==> src/rtl/mdu_pkg.sv <==
// Shared definitions for the iterative HI/LO multiply/divide unit.
package mdu_pkg;

   localparam int unsigned MDU_ITER = 32;

   typedef enum logic [1:0] {
      OP_MULT  = 2'b00,
      OP_MULTU = 2'b01,
      OP_DIV   = 2'b10,
      OP_DIVU  = 2'b11
   } mdu_op_e;

   typedef enum logic [1:0] {
      IDLE = 2'b00,
      CALC = 2'b01,
      FIX  = 2'b10
   } mdu_state_e;

endpackage

==> src/rtl/mul_div_step.sv <==
// One iteration of unsigned shift-add multiply or restoring shift-subtract divide.
module mul_div_step
   import mdu_pkg::*;
#(
   parameter int unsigned WIDTH = MDU_ITER
) (
   input  logic [2*WIDTH-1:0] acc_i,
   input  logic [WIDTH-1:0]   operand_i,
   input  logic               is_div_i,
   output logic [2*WIDTH-1:0] acc_o,
   output logic               q_bit_o
);

   logic [WIDTH:0] sum;
   logic [WIDTH:0] shifted;
   logic [WIDTH:0] diff;

   always_comb begin
      acc_o   = acc_i;
      q_bit_o = 1'b0;
      sum     = '0;
      shifted = '0;
      diff    = '0;
      if (is_div_i) begin
         // acc = {remainder, dividend bits}; quotient bits enter at the LSB
         shifted = acc_i[2*WIDTH-1:WIDTH-1];
         diff    = shifted - {1'b0, operand_i};
         if (!diff[WIDTH]) begin
            acc_o   = {diff[WIDTH-1:0], acc_i[WIDTH-2:0], 1'b0};
            q_bit_o = 1'b1;
         end else begin
            acc_o   = {shifted[WIDTH-1:0], acc_i[WIDTH-2:0], 1'b0};
         end
      end else begin
         // acc = {partial product, remaining multiplier bits}
         if (acc_i[0]) begin
            sum = {1'b0, acc_i[2*WIDTH-1:WIDTH]} + {1'b0, operand_i};
         end else begin
            sum = {1'b0, acc_i[2*WIDTH-1:WIDTH]};
         end
         acc_o = {sum, acc_i[WIDTH-1:1]};
      end
   end

endmodule

==> src/rtl/mul_div_unit.sv <==
// Iterative MULT/MULTU/DIV/DIVU unit owning the architectural HI/LO registers.
module mul_div_unit
   import mdu_pkg::*;
#(
   parameter int unsigned WIDTH = MDU_ITER
) (
   input  logic             clk,
   input  logic             rst,
   input  logic             start,
   input  logic [1:0]       op,
   input  logic [WIDTH-1:0] RsData,
   input  logic [WIDTH-1:0] RtData,
   input  logic             HiWrite,
   input  logic             LoWrite,
   input  logic [WIDTH-1:0] WrData,
   output logic             busy,
   output logic             done,
   output logic [WIDTH-1:0] Hi,
   output logic [WIDTH-1:0] Lo
);

   localparam int unsigned AW    = 2 * WIDTH;
   localparam int unsigned CNT_W = $clog2(WIDTH);
   localparam logic [CNT_W-1:0] CNT_LAST = CNT_W'(WIDTH - 1);

   mdu_state_e       state_q, state_d;
   logic [CNT_W-1:0] cnt_q, cnt_d;
   logic [AW-1:0]    acc_q, acc_d;
   logic [WIDTH-1:0] opnd_q, opnd_d;
   logic [WIDTH-1:0] rs_q, rs_d;
   logic             is_div_q, is_div_d;
   logic             res_neg_q, res_neg_d;
   logic             rem_neg_q, rem_neg_d;
   logic             dbz_q, dbz_d;
   logic [WIDTH-1:0] hi_q, hi_d;
   logic [WIDTH-1:0] lo_q, lo_d;
   logic             busy_q, busy_d;
   logic             done_q, done_d;

   logic             op_is_div, op_signed;
   logic [WIDTH-1:0] a_mag, b_mag;
   logic [AW-1:0]    step_acc;
   logic             step_q;

   assign op_is_div = (op == OP_DIV) || (op == OP_DIVU);
   assign op_signed = (op == OP_MULT) || (op == OP_DIV);
   assign a_mag     = (op_signed && RsData[WIDTH-1]) ? WIDTH'(-RsData) : RsData;
   assign b_mag     = (op_signed && RtData[WIDTH-1]) ? WIDTH'(-RtData) : RtData;

   mul_div_step #(.WIDTH(WIDTH)) u_step (
      .acc_i     (acc_q),
      .operand_i (opnd_q),
      .is_div_i  (is_div_q),
      .acc_o     (step_acc),
      .q_bit_o   (step_q)
   );

   always_comb begin
      state_d   = state_q;
      cnt_d     = cnt_q;
      acc_d     = acc_q;
      opnd_d    = opnd_q;
      rs_d      = rs_q;
      is_div_d  = is_div_q;
      res_neg_d = res_neg_q;
      rem_neg_d = rem_neg_q;
      dbz_d     = dbz_q;
      hi_d      = hi_q;
      lo_d      = lo_q;
      busy_d    = busy_q;
      done_d    = 1'b0;
      case (state_q)
         IDLE: begin
            if (HiWrite) hi_d = WrData;
            if (LoWrite) lo_d = WrData;
            if (start) begin
               state_d   = CALC;
               busy_d    = 1'b1;
               cnt_d     = '0;
               is_div_d  = op_is_div;
               res_neg_d = op_signed & (RsData[WIDTH-1] ^ RtData[WIDTH-1]);
               rem_neg_d = op_signed & RsData[WIDTH-1];
               dbz_d     = (RtData == '0);
               rs_d      = RsData;
               if (op_is_div) begin
                  acc_d  = {{WIDTH{1'b0}}, a_mag};
                  opnd_d = b_mag;
               end else begin
                  acc_d  = {{WIDTH{1'b0}}, b_mag};
                  opnd_d = a_mag;
               end
            end
         end
         CALC: begin
            acc_d = step_acc | AW'(step_q);
            cnt_d = cnt_q + CNT_W'(1);
            if (cnt_q == CNT_LAST) state_d = FIX;
         end
         FIX: begin
            state_d = IDLE;
            busy_d  = 1'b0;
            done_d  = 1'b1;
            // Divide by zero overrides the iterative result entirely
            if (is_div_q && dbz_q) begin
               lo_d = '1;
               hi_d = rs_q;
            end else if (is_div_q) begin
               lo_d = res_neg_q ? WIDTH'(-acc_q[WIDTH-1:0]) : acc_q[WIDTH-1:0];
               hi_d = rem_neg_q ? WIDTH'(-acc_q[AW-1:WIDTH]) : acc_q[AW-1:WIDTH];
            end else begin
               lo_d = res_neg_q ? WIDTH'(-acc_q[WIDTH-1:0]) : acc_q[WIDTH-1:0];
               hi_d = res_neg_q ? (~acc_q[AW-1:WIDTH] + WIDTH'(acc_q[WIDTH-1:0] == '0))
                                : acc_q[AW-1:WIDTH];
            end
         end
         default: state_d = IDLE;
      endcase
   end

   always_ff @(posedge clk) begin
      if (rst) begin
         state_q   <= IDLE;
         cnt_q     <= '0;
         acc_q     <= '0;
         opnd_q    <= '0;
         rs_q      <= '0;
         is_div_q  <= 1'b0;
         res_neg_q <= 1'b0;
         rem_neg_q <= 1'b0;
         dbz_q     <= 1'b0;
         hi_q      <= '0;
         lo_q      <= '0;
         busy_q    <= 1'b0;
         done_q    <= 1'b0;
      end else begin
         state_q   <= state_d;
         cnt_q     <= cnt_d;
         acc_q     <= acc_d;
         opnd_q    <= opnd_d;
         rs_q      <= rs_d;
         is_div_q  <= is_div_d;
         res_neg_q <= res_neg_d;
         rem_neg_q <= rem_neg_d;
         dbz_q     <= dbz_d;
         hi_q      <= hi_d;
         lo_q      <= lo_d;
         busy_q    <= busy_d;
         done_q    <= done_d;
      end
   end

   assign busy = busy_q;
   assign done = done_q;
   assign Hi   = hi_q;
   assign Lo   = lo_q;

endmodule
==> config.mk <==
export PLATFORM = sky130hd
export DESIGN_NAME = mul_div_unit
export DESIGN_NICKNAME = d
export VERILOG_FILES = /design/src/rtl/mdu_pkg.sv /design/src/rtl/mul_div_step.sv /design/src/rtl/mul_div_unit.sv
export SDC_FILE = /design/constraint.sdc
export NUM_CORES = 1
export LEC_CHECK = 0
export ABC_AREA = 1
export CAP_MARGIN = 20
export CELL_PAD_IN_SITES_DETAIL_PLACEMENT = 0
export CELL_PAD_IN_SITES_GLOBAL_PLACEMENT = 2
export CORE_AREA = 2 2 250 252
export DETAILED_ROUTE_END_ITERATION = 10
export DIE_AREA = 0 0 252 254
export PLACE_DENSITY_LB_ADDON = 0.1
export SYNTH_ARGS = -nofsm -noshare
export SYNTH_HDL_FRONTEND = slang
export SYNTH_SLANG_ARGS = --single-unit
==> constraint.sdc <==
create_clock -name clk -period 4.51 [get_ports clk]
set_input_delay 0.902 -clock clk [delete_from_list [all_inputs] [get_ports clk]]
set_output_delay 0.902 -clock clk [all_outputs]
set_load 0.01 [all_outputs]
==> impl_metrics.ini, run 1 <==
[placement]
gp_congestion = 0.9498
dp_cells = 4197
portBuffers = 168
hpwl_microns = 82590

[grt]
grt.busiest_layer = met2
grtUsageMet2_pct = 48.01
grt_pass1_wl_microns = 146700
grtUsageMet1_pct = 44.18
grt_max_degree = 84
grt_pass1_vias = 21270
met3_usage_pct = 5.357
grt-ovfl-total = 0
antenna_found_initial = 7
grt_use_total_pct = 31.12

[setup_path]
crit_arrival_ns = 4.54
crit_required_ns = 5.02
crit_type = register to register
rrSetupSlack_ns = 0.48
critical_path.startpoint = acc_q[1]
start_kind = register
r2r_start = acc_q[1]
r2r-end = Hi[12]
endpoint = Hi[12]
rr_worst_depth = 21
cp-end-kind = register
path_max_fanout = 6

[clocking]
htree_levels = 1
cts_resized = 0
ctsRootBufferMaster = clkbuf_16
cts_inserted_buffers = 27
ctsHoldBuffers = 0
path_clk_slew_ns = 0.06
cts_tree = yes
clkLatencyLatePin_ns = 0.58
cts_setup_buffers = 0
cts_sinks = 205
cts_max_path_buffers = 3

[power_and_ir_drop]
power_per_cell_area_nw_per_um2 = 323.8
power.leakage_nw = 10.54
vdd_drop_max_uv = 315.9

[sta]
finalClockSkew_ns = 0.02745
setup_tns_ns = 0
clock.fmax_mhz = 248.4
grt_setup_unrepaired = false
fin_crit_sh_pct = 89.27
final-setup-viol-count = 0
slew_headroom_pct = 30.43
slew_viol_final = 0
hold_viol = 0
post-route-min-period_ns = 4.026
max_slew.worst_pin.slew_ns = 1.044

[synth]
postSynthAreaPerCell_sq_um = 5.676
synthDistinctLibCells = 51
synth.cell_area_sq_um = 18840
synth_edf_count = 0
synth-warning-count = 0
ys_seq_elements = 205
yosys_most_used_dff = dfxtp_1
netlist_instances = 3319
synth_nets = 3496
ys_seq_area_share_pct = 21.79
synth-async-reset-ratio_pct = 0

[routing]
wirelength_microns = 102000
detail-route-antenna-nets = 0
via_count = 22870
routedWlPerCell_microns = 24.00
initialDrtViolationCount = 1959
drc = 0
dr.pass1.iters = 5
via_per_inst = 5.383

[flow_run]
maxCapViolCount = 0

[layout]
drive_gt1_share_pct = 5.438
syn_to_final_growth_pct = 19.05
multi_input_area_sq_um = 12410
instances_no_fill = 4248
fillCellCount = 6920
fin_nets = 3613
area.sequential_sq_um = 4108

[floorplanning]
io_pins = 169
rows = 91
fp.dieW_microns = 252
fp.coreArea_sq_um = 61260
dieArea_sq_um = 64010
initial_core_util_pct = 30.75
chipHeight_microns = 254

[min_path]
worstHoldStart = rs_q[0]
hold_path.class = register to register

[run_status]
status = completed
[cell type report]
| class | count | area share (%) |
|---|---|---|
| Clock inverter | 17 | 0.8313 |
| Timing Repair Buffer | 236 | 9.987 |
| Multi-Input combinational cell | 2502 | 55.32 |
| Clock buffer | 33 | 3.336 |
| Sequential cell | 205 | 18.32 |
| Antenna cell | 1 | 0.01116 |
| Tap cell | 790 | 4.408 |
| Inverter | 464 | 7.794 |
[power breakdown]
group          total [W]  leakage, nW  internal (W)  switching [W]
clock            0.00231        0.474       0.00136       0.000956
combinational    0.00280         8.37      0.000874        0.00192
sequential       0.00215         1.69       0.00196       0.000187
[layout by cell type, fill, tap and decap left out, types with 12 or more instances in the layout]
cell type | netlist | routed
o221ai_1 | 12 | 12
nor3_1 | 38 | 38
o21ai_0 | 330 | 330
o21bai_1 | 12 | 12
xor2_1 | 53 | 53
dfxtp_1 | 205 | 204
clkbuf_16 | 0 | 27
a31oi_1 | 36 | 36
nand4_1 | 26 | 26
a21oi_2 | 15 | 15
a21oi_1 | 350 | 350
o211ai_1 | 37 | 37
o21ai_1 | 27 | 26
or2_2 | 12 | 12
buf_4 | 0 | 65
inv_1 | 445 | 444
nand2_1 | 882 | 881
clkdlybuf4s50_1 | 0 | 167
nor2_1 | 316 | 312
nand3_1 | 196 | 196
xnor2_1 | 15 | 15
nand3b_1 | 15 | 15
inv_2 | 12 | 12
ha_1 | 72 | 72
[critical path: stages, from the launching register on]
cell and delay (ns):
dfxtp_1 0.33, inv_1 0.09, ha_1 0.20, nand3_1 0.17
nor2_1 0.22, nand2_1 0.13, nor2_1 0.11, inv_1 0.09
nor2_1 0.16, nand4_1 0.14, nor3_1 0.45, ha_1 0.27
nand2_1 0.05, a21oi_1 0.28, o21ai_1 0.21, a21oi_1 0.42
nand2_1 0.11, nand2_1 0.11, a21oi_1 0.07, o21ai_1 0.11
o211ai_1 0.09, a21oi_1 0.15
[sequential cells by signal, indices dropped and copies added, names as in the netlist]
signal,count
is_div_q,1
Lo,32
cnt_q,5
dbz_q,1
done,1
busy,1
acc_q,64
opnd_q,32
rs_q,32
res_neg_q,1
rem_neg_q,1
state_q,2
Hi,32
[worst min path at each step]
stage	to	slack [ns]	cells past startpoint
3_5_place_dp	rs_q[0]	0.45	2
2_1_floorplan	rs_q[31]	0.43	2
5_1_grt	rs_q[0]	0.48	2
6_report	rs_q[0]	0.46	2
3_3_place_gp	rs_q[0]	0.45	2
4_1_cts	rs_q[0]	0.46	2
[stage by stage]
| step | area (sq um) | hold slack, ns | worst slack [ns] | total power (W) | util, % |
|---|---|---|---|---|---|
| floorplan | 18840 | 0.4297 | 1.004 | 0.003824 | - |
| global placement | 21430 | 0.4469 | 0.6111 | 0.004922 | 34.99 |
| detailed placement | 21490 | 0.4517 | 0.5050 | 0.004922 | 35.08 |
| CTS | 22420 | 0.4609 | 0.4989 | 0.007250 | 36.61 |
| global route | 22420 | 0.4767 | 0.02297 | 0.007645 | 36.61 |
| finish | 22430 | 0.4622 | 0.4840 | 0.007261 | 36.61 |
[kinds of logic (layout without fill, tap and decap cells)]
kind of cell	Yosys count	count (layout)	share of synthesized area [%]
AND/OR/NAND/NOR	1522	1522	33.57
AO/OA/AOI/OAI	838	838	23.96
buffers and inverters	612	750	12.53
flip-flops	205	205	21.79
adder cells (fa/ha/maj)	74	74	4.995
XOR/XNOR	68	68	3.162
other	0	1	0
[routing by layer]
layer / vias up / share of wire [%]
li1: 11060 / -
met1: 10750 / 46
met2: 934 / 43
met3: 113 / 7.7
met4: 12 / 3.0
met5: - / 0.076
[synthesized netlist by cell type, types with 36 or more instances]
cell type,number,area [sq um]
nand2_1,882,3311
o211ai_1,37,277.8
dfxtp_1,205,4104
nor2_1,316,1186
ha_1,72,900.9
a21oi_1,350,1752
clkbuf_1,119,446.7
a31oi_1,36,225.2
inv_1,445,1670
xor2_1,53,464.2
o21ai_0,330,1652
nand3_1,196,980.9
nor3_1,38,190.2
Note: power is estimated with default switching activity, not from simulation.
==> run 2: changes to the inputs <==
- CTS_CLUSTER_DIAMETER: not set -> 40
==> run 2 against run 1 <==
Sequential share of layout area down 0.74 points; final cell count up 0.99%; worst hold slack worse by 0.00086 ns; via count up 0.29%; highest routed layer unchanged.
==> impl_metrics.ini, run 2 (synthesized netlist as in run 1, its figures left out) <==
[min_path]
worstHoldEndpoint = rs_q[0]
whs_path_depth = 2
hold_path.class = register to register
worstHoldStart = rs_q[0]

[setup_path]
cpMaxStageDelayCell = nor3_1
path_max_fanout = 6
r2r-end = Hi[12]
cp-end-kind = register
start_kind = register
rrSetupSlack_ns = 0.40
path_cells = inv_1 -> ha_1 -> nand3_1 -> nor2_1 -> nand2_1 -> nor2_1 -> inv_1 -> nor2_1 -> nand4_1 -> nor3_1 -> ha_1 -> nand2_1 -> a21oi_1 -> o21ai_1 -> a21oi_1 -> nand2_1 -> nand2_1 -> a21oi_1 -> o21ai_1 -> o211ai_1 -> a21oi_1
slowest_delay_ns = 0.47
rr_worst_depth = 21
r2r_start = acc_q[1]
crit_type = register to register
crit_required_ns = 5.04
crit_arrival_ns = 4.64

[layout]
largest_reg_flops = 64
multi_input_area_sq_um = 12410
fin_nets = 3636
layout_commonest_cell = nand2_1
drive_gt1_share_pct = 6.514
fillCellCount = 6849
area.sequential_sq_um = 4108
instances_no_fill = 4290
antennaDiodeCount = 0
layout_common_cells = 881 x nand2_1, 444 x inv_1, 350 x a21oi_1
syn_to_final_growth_pct = 24.03
top_register = acc_q

[clocking]
cts_tree = yes
cts_setup_buffers = 0
cts_max_path_buffers = 3
ctsRootBufferMaster = clkbuf_16
cts_inserted_buffers = 50
htree_levels = 2
clkLatencyLatePin_ns = 0.60
cts_resized = 0
path_clk_slew_ns = 0.05
ctsHoldBuffers = 0
cts_sinks = 205

[placement]
portBuffers = 168
gp_congestion = 0.9498
hpwl_microns = 82590
dp_cells = 4197

[floorplanning]
io_pins = 169
chipHeight_microns = 254
dieArea_sq_um = 64010
fp.dieW_microns = 252
initial_core_util_pct = 30.75
fp.coreArea_sq_um = 61260
rows = 91

[grt]
grt_pass1_wl_microns = 147200
grt_max_degree = 84
grt-ovfl-total = 0
grt_pass1_vias = 21460
grt_use_total_pct = 31.33
antenna_found_initial = 6

[run_status]
status = completed

[sta]
finalClockSkew_ns = 0.03915
hold_viol = 0
clock.fmax_mhz = 243.2
fin_crit_sh_pct = 91.16
post-route-min-period_ns = 4.112
slew_viol_final = 0
setup_tns_ns = 0
final-setup-viol-count = 0
slew_headroom_pct = 28.72
grt_setup_unrepaired = false
max_slew.worst_pin.slew_ns = 1.069

[routing]
routedWlPerCell_microns = 23.88
detail-route-antenna-nets = 0
drc = 0
via_per_inst = 5.346
initialDrtViolationCount = 2347
dr.pass1.iters = 5
via_count = 22930
wirelength_microns = 102500

[power_and_ir_drop]
power_per_cell_area_nw_per_um2 = 386.7
p_clk_share_pct = 45.2
power.leakage_nw = 10.97
p_int_w = 0.005644
p_comb_share_pct = 31.0
switching_power_w = 0.003390
vdd_drop_max_uv = 263.5
switching_share_pct = 37.53
seq_power_share_pct = 23.8

[flow_run]
maxCapViolCount = 0
run 2: cell types whose count changed in the layout (fill, tap and decap cells not counted), moves of 2 or more:
| cell | before | now |
|---|---|---|
| bufinv_16 | 3 | 12 |
| clkinv_4 | 1 | 3 |
| clkbuf_1 | 1 | 4 |
| clkinvlp_4 | 0 | 7 |
| clkbuf_16 | 27 | 50 |
| inv_6 | 3 | 1 |
run 2: how the worst max path moves through the flow:
| stage | startpoint | to | slack [ns] | depth (start not counted) |
|---|---|---|---|---|
| 5_1_grt | acc_q[1] | Hi[12] | 0.009 | 21 |
| 3_3_place_gp | acc_q[1] | Hi[12] | 0.61 | 21 |
| 6_report | acc_q[1] | Hi[12] | 0.40 | 21 |
| 3_5_place_dp | acc_q[1] | Hi[12] | 0.50 | 21 |
| 4_1_cts | acc_q[1] | Hi[12] | 0.48 | 21 |
| 2_1_floorplan | acc_q[0] | Hi[28] | 1.00 | 23 |
run 2: worst max-delay path: cells and delay by family, from the launching register on:
family,cells,cell delay (ns)
AO/OA/AOI/OAI,7,1.35
buffers and inverters,2,0.19
AND/OR/NAND/NOR,10,1.69
flip-flops,1,0.32
adder cells (fa/ha/maj),2,0.47
run 2: power groups by stage:
stage / Clock [W] / Sequential, W / Combinational [W]
2_1_floorplan: 0 / 0.00211 / 0.00171
3_3_place_gp: 0 / 0.00218 / 0.00274
3_5_place_dp: 0 / 0.00218 / 0.00275
4_1_cts: 0.00411 / 0.00214 / 0.00276
5_1_grt: 0.00420 / 0.00216 / 0.00307
6_report: 0.00408 / 0.00215 / 0.00280
run 2: layer usage:
| layer | global-route usage (%) | part of all wire, % |
|---|---|---|
| met2 | 48.77 | 44 |
| met1 | 44.31 | 46 |
| met3 | 5.736 | 8.0 |
| met4 | 7.946 | 2.5 |
| met5 | 0 | 0.054 |
run 2: layout make-up:
class                   instances  share of cell area (%)
well taps                     790                   4.230
clock buffers                  59                   5.714
flip-flops and latches        205                   17.58
clock inverters                34                   2.313
inverters                     464                   7.481
repair buffers                236                   9.586
multi-input cells            2502                   53.10
run 2: metrics by stage:
step           setup slack, ns  instance area [sq um]  hold WS, ns  utilization [%]  power (W)
4_1_cts                 0.4846                  23360       0.4587            38.14   0.009013
2_1_floorplan            1.004                  18840       0.4297                -   0.003824
5_1_grt               0.008651                  23360       0.4746            38.14   0.009422
3_3_place_gp            0.6111                  21430       0.4469            34.99   0.004922
6_report                0.3985                  23360       0.4614            38.14   0.009035
3_5_place_dp            0.5050                  21490       0.4517            35.08   0.004922
